**src/rtl/rr_grant_ctrl.sv**
```systemverilog
// Four-requester round-robin grant controller with a non-preemptive hold and a one-cycle idle gap between grants.
// Optional grant-hold timeout is enabled by defining RR_GRANT_TIMEOUT_EN.
module rr_grant_ctrl #(
  parameter int unsigned TIMEOUT_CYC = 16
) (
  input  logic       clk,
  input  logic       rst,
  input  logic [3:0] req,
  input  logic       done,
  output logic [3:0] gnt,
  output logic [2:0] gnt_id,
  output logic       busy,
  output logic       timeout_err
);

  localparam int unsigned NUM_REQ = 4;
  localparam int unsigned PTR_W   = 2;
  localparam int unsigned ID_W    = 3;
  localparam int unsigned CNT_W   = 8;

  if ((TIMEOUT_CYC < 2) || (TIMEOUT_CYC > 255)) begin : g_bad_timeout
    $error("rr_grant_ctrl: TIMEOUT_CYC must be in 2..255");
  end

  typedef enum logic {
    IDLE  = 1'b0,
    GRANT = 1'b1
  } state_t;

  state_t            state, state_nxt;
  logic [PTR_W-1:0]  ptr, ptr_nxt;
  logic [3:0]        gnt_nxt;
  logic [ID_W-1:0]   gnt_id_nxt;
  logic              busy_nxt;
  logic              timeout_err_nxt;

  logic [PTR_W-1:0]  win;
  logic              win_vld;
  logic [PTR_W-1:0]  idx;
  logic [PTR_W-1:0]  cur;
  logic              abandon;
  logic              tc;

`ifdef RR_GRANT_TIMEOUT_EN
  logic [CNT_W-1:0]  cnt, cnt_nxt;
  assign tc = (cnt == CNT_W'(TIMEOUT_CYC - 1));
`else
  assign tc = 1'b0;
`endif

  assign cur     = gnt_id[PTR_W-1:0];
  assign abandon = ~req[cur];

  // Rotating priority search; scanning from the far end lets the nearest set bit win.
  always_comb begin
    win     = ptr;
    win_vld = 1'b0;
    idx     = ptr;
    for (int k = NUM_REQ - 1; k >= 0; k--) begin
      idx = ptr + PTR_W'(k);
      if (req[idx]) begin
        win     = idx;
        win_vld = 1'b1;
      end
    end
  end

  // Next-state and next-output logic.
  always_comb begin
    state_nxt       = state;
    ptr_nxt         = ptr;
    gnt_nxt         = gnt;
    gnt_id_nxt      = gnt_id;
    busy_nxt        = busy;
    timeout_err_nxt = 1'b0;
`ifdef RR_GRANT_TIMEOUT_EN
    cnt_nxt         = cnt;
`endif
    case (state)
      IDLE: begin
        if (win_vld) begin
          state_nxt  = GRANT;
          gnt_nxt    = 4'b0001 << win;
          gnt_id_nxt = {1'b0, win};
          busy_nxt   = 1'b1;
`ifdef RR_GRANT_TIMEOUT_EN
          cnt_nxt    = '0;
`endif
        end
      end
      GRANT: begin
        if (done || abandon || tc) begin
          // done/abandon outrank the terminal count, so only a bare timeout flags an error
          state_nxt       = IDLE;
          ptr_nxt         = cur + PTR_W'(1);
          gnt_nxt         = '0;
          gnt_id_nxt      = ID_W'(NUM_REQ);
          busy_nxt        = 1'b0;
          timeout_err_nxt = tc && !done && !abandon;
        end else begin
`ifdef RR_GRANT_TIMEOUT_EN
          cnt_nxt = cnt + CNT_W'(1);
`endif
        end
      end
      default: state_nxt = IDLE;
    endcase
  end

  // State and output registers.
  always_ff @(posedge clk or posedge rst) begin
    if (rst) begin
      state       <= IDLE;
      ptr         <= '0;
      gnt         <= '0;
      gnt_id      <= ID_W'(NUM_REQ);
      busy        <= 1'b0;
      timeout_err <= 1'b0;
`ifdef RR_GRANT_TIMEOUT_EN
      cnt         <= '0;
`endif
    end else begin
      state       <= state_nxt;
      ptr         <= ptr_nxt;
      gnt         <= gnt_nxt;
      gnt_id      <= gnt_id_nxt;
      busy        <= busy_nxt;
      timeout_err <= timeout_err_nxt;
`ifdef RR_GRANT_TIMEOUT_EN
      cnt         <= cnt_nxt;
`endif
    end
  end

endmodule

```
**config.mk**
```make
export PLATFORM = sky130hd
export DESIGN_NAME = rr_grant_ctrl
export DESIGN_NICKNAME = d
export VERILOG_FILES = /design/src/rtl/rr_grant_ctrl.sv
export SDC_FILE = /design/constraint.sdc
export NUM_CORES = 1
export LEC_CHECK = 0
export CAP_MARGIN = 30
export CORE_MARGIN = 1
export CORE_UTILIZATION = 43
export DETAILED_ROUTE_END_ITERATION = 16
export PLACE_DENSITY = 0.7
export SYNTH_ARGS = -nofsm -noshare
export SYNTH_HDL_FRONTEND = slang
export SYNTH_SLANG_ARGS = --single-unit
```
**constraint.sdc**
```tcl
create_clock -name clk -period 3.4 [get_ports clk]
set_input_delay 0.51 -clock clk [delete_from_list [all_inputs] [get_ports clk]]
set_output_delay 0.51 -clock clk [all_outputs]
set_load 0.005 [all_outputs]
```
==> flow_metrics.tcl <==
set metrics [dict create \
    outcome "complete, no violations" \
    cts_setup_buffers 0 \
    fin_crit_sh_pct 59.2 \
    drtAntennaViolNets 0 \
    synth_common_cells "dfrtp_1 (10), inv_1 (7), a21oi_1 (3), nor2_1 (3), o22ai_1 (3)" \
    finalHoldViolCount 0 \
    rows 12 \
    powerDensity_nw_per_um2 862 \
    synth_area_per_cell_um2 10.5 \
    n_fill_cell 101 \
    grt_max_degree 12 \
    antenna_found_initial 0 \
    grt_pass1_wl_um 1600 \
    crit_family "multiplexers" \
    die_w_um 38.3 \
    yosysTopAreaCellShare_pct 44.1 \
    synth_edf_count 0 \
    worstRegToRegCells 4 \
    regArea_um2 277 \
    critPathArrivalTime_ns 2.16 \
    grt_pass1_vias 380 \
    drtIter0Drc 12 \
    max_freq_ghz 0.497 \
    critPathKind "in2reg" \
    io_pins 16 \
    tns_ns 0 \
    routed_wl_um 1090 \
    track_usage_pct 16.5 \
    fp.dieH_um 38.3 \
    dr.pass1.iters 4 \
    tightest_slew_ns 0.724 \
    hold_class "reg2reg" \
    irDropWorstVdd_uv 399 \
    synth_area_um2 568 \
    hpwlAfterDp_um 803 \
    cts_max_level 1 \
    reg2reg_from "gnt_id[1]" \
    antenna_cells 0 \
    cts_buffers 3 \
    required_ns 3.55 \
    seq_area_frac_synth_pct 48.7 \
    holdPathStages 1 \
    synth_cell_type_count 28 \
    report.final.slew_viol_count 0 \
    layout-drive-gt1-share_pct 14.3 \
    leakage_nw 0.311 \
    dieArea_um2 1470 \
    fin_crit_ns 2.01 \
    ys_warn_count 0 \
    cts_root_buf "clkbuf_4" \
    ctsHoldBuffers 0 \
    critPathMaxFanout 10 \
    rsz0062_at_grt "no" \
    start_kind "primary input" \
    synthArstFlopShare_pct 100 \
    multiInputGateArea_um2 254 \
    synth_nets 61 \
    cts_tree "built" \
    relSlewSlack_pct 51.7 \
    design_area_um2 741 \
    wl_per_cell_um 13.0 \
    r2r-end "gnt[3]" \
    numPortBuffers 14 \
    rrSetupSlack_ns 1.69 \
    cts.sinks 11 \
    place.gp.congestion 0.699 \
    cp_cell_sequence "clkdlybuf4s50_1 > mux4_2 > a21oi_4 > nor2_2 > a32o_1" \
    synth_area_leaders "dfrtp_1 (44%), dfstp_2 (4.6%), inv_1 (4.6%), mux4_2 (4.0%), a32o_1 (3.5%)" \
    core_area_um2 1170 \
    synthFlopType "dfrtp_1" \
    place_area_um2 714 \
    final_nets 78 \
    cts_buffer_depth 2 \
    crit_path_max_incr_delay_ns 0.54 \
    path_buf_inv 1 \
    slowest_stage "mux4_2" \
    crit_path_end_kind "register" \
    syn2layout_area_growth_pct 30.4 \
    synth_cells 54 \
    setup_viol 0 \
    num_vias 469 \
    cts.clk_slew.worst_paths_ns 0.07 \
    ys_ff_latch 11 \
    hp-start "gnt[1]" \
    worstHoldEndpoint "gnt[1]" \
    max_cap_viol_count 0 \
    fin_skew_ns 0.00427 \
    cts_resized 0 \
    overflow 0 \
    yosysMostFrequentCell "dfrtp_1" \
    yosys.area.top_type "dfrtp_1" \
    vias_per_cell 5.58 \
    clkLatencyLatePin_ns 0.26 \
    drc 0 \
    start_util_pct 48.5 \
]
-- metal layers --
| metal | vias to the layer above | global-route usage [%] | share of wire (%) |
|---|---|---|---|
| met5 | - | 0 | 0 |
| met4 | 0 | 7.76 | 1.9 |
| met3 | 5 | 5.23 | 5.3 |
| met2 | 14 | 22.5 | 44 |
| met1 | 221 | 23.5 | 49 |
| li1 | 229 | - | - |
-- power breakdown --
group	internal, mW	switching [mW]
clock	0.0453	0.0404
sequential	0.195	0.0552
combinational	0.172	0.130
-- worst max path at each step --
stage	start	endpoint	slack, ns	cells after the start
2_1_floorplan	req[3]	gnt[1]	1.76	4
3_3_place_gp	req[3]	gnt[3]	1.13	5
3_5_place_dp	req[3]	gnt[3]	1.11	5
4_1_cts	req[3]	gnt[3]	1.39	5
5_1_grt	req[2]	gnt[1]	1.24	5
6_report	req[3]	gnt[3]	1.39	5
-- sequential cells by signal, summed over array words and instances, names as in the netlist --
name / cells
ptr: 2
gnt_id: 3
busy: 1
state: 1
gnt: 4
-- worst register-to-register path: stages (launching register included) --
cell     delay (ns)
dfrtp_1        0.44
mux4_2         0.56
a21oi_4        0.29
nor2_2         0.09
a32o_1         0.21
-- placed cells by master (no fill, tap or decap), drive strengths merged, types with 2 or more instances in the layout --
cell / netlist / routed
nand2: 2 / 2
inv: 7 / 7
clkbuf: 1 / 4
a22o: 2 / 2
a32o: 2 / 2
nor2: 4 / 4
o21ai: 2 / 2
o32ai: 2 / 2
o22ai: 3 / 3
a21oi: 4 / 4
dfrtp: 10 / 10
clkdlybuf4s50: 0 / 14
-- kinds of logic (layout without fill, tap and decap cells) --
| group | count (synthesis) | in the layout | share of synthesized area, % |
|---|---|---|---|
| AO/OA/AOI/OAI | 20 | 20 | 28.2 |
| XOR/XNOR | 1 | 1 | 1.54 |
| buffers and inverters | 9 | 25 | 6.61 |
| flip-flops | 11 | 11 | 48.7 |
| multiplexers | 1 | 1 | 3.96 |
| other | 1 | 1 | 0.660 |
| AND/OR/NAND/NOR | 11 | 11 | 10.4 |
-- final cells by class --
class                   count  area share [%]
clock buffers               4            3.55
inverters                   7            3.55
multi-input cells          34            34.3
flip-flops and latches     11            37.3
well taps                  14            2.36
repair buffers             14            18.9
-- per-stage QoR --
| stage | hold slack (ns) | utilization (%) | cells | power [mW] | worst slack [ns] |
|---|---|---|---|---|---|
| after floorplan | 0.362 | - | 54 | 0.430 | 1.76 |
| after global routing | 0.528 | 63.2 | 84 | 0.684 | 1.24 |
| after global placement | 0.482 | 61.0 | 80 | 0.554 | 1.13 |
| after detailed placement | 0.484 | 61.0 | 80 | 0.556 | 1.11 |
| after CTS | 0.504 | 63.2 | 84 | 0.644 | 1.39 |
| final | 0.503 | 63.2 | 84 | 0.638 | 1.39 |
Power figures use the tool's default switching activity.
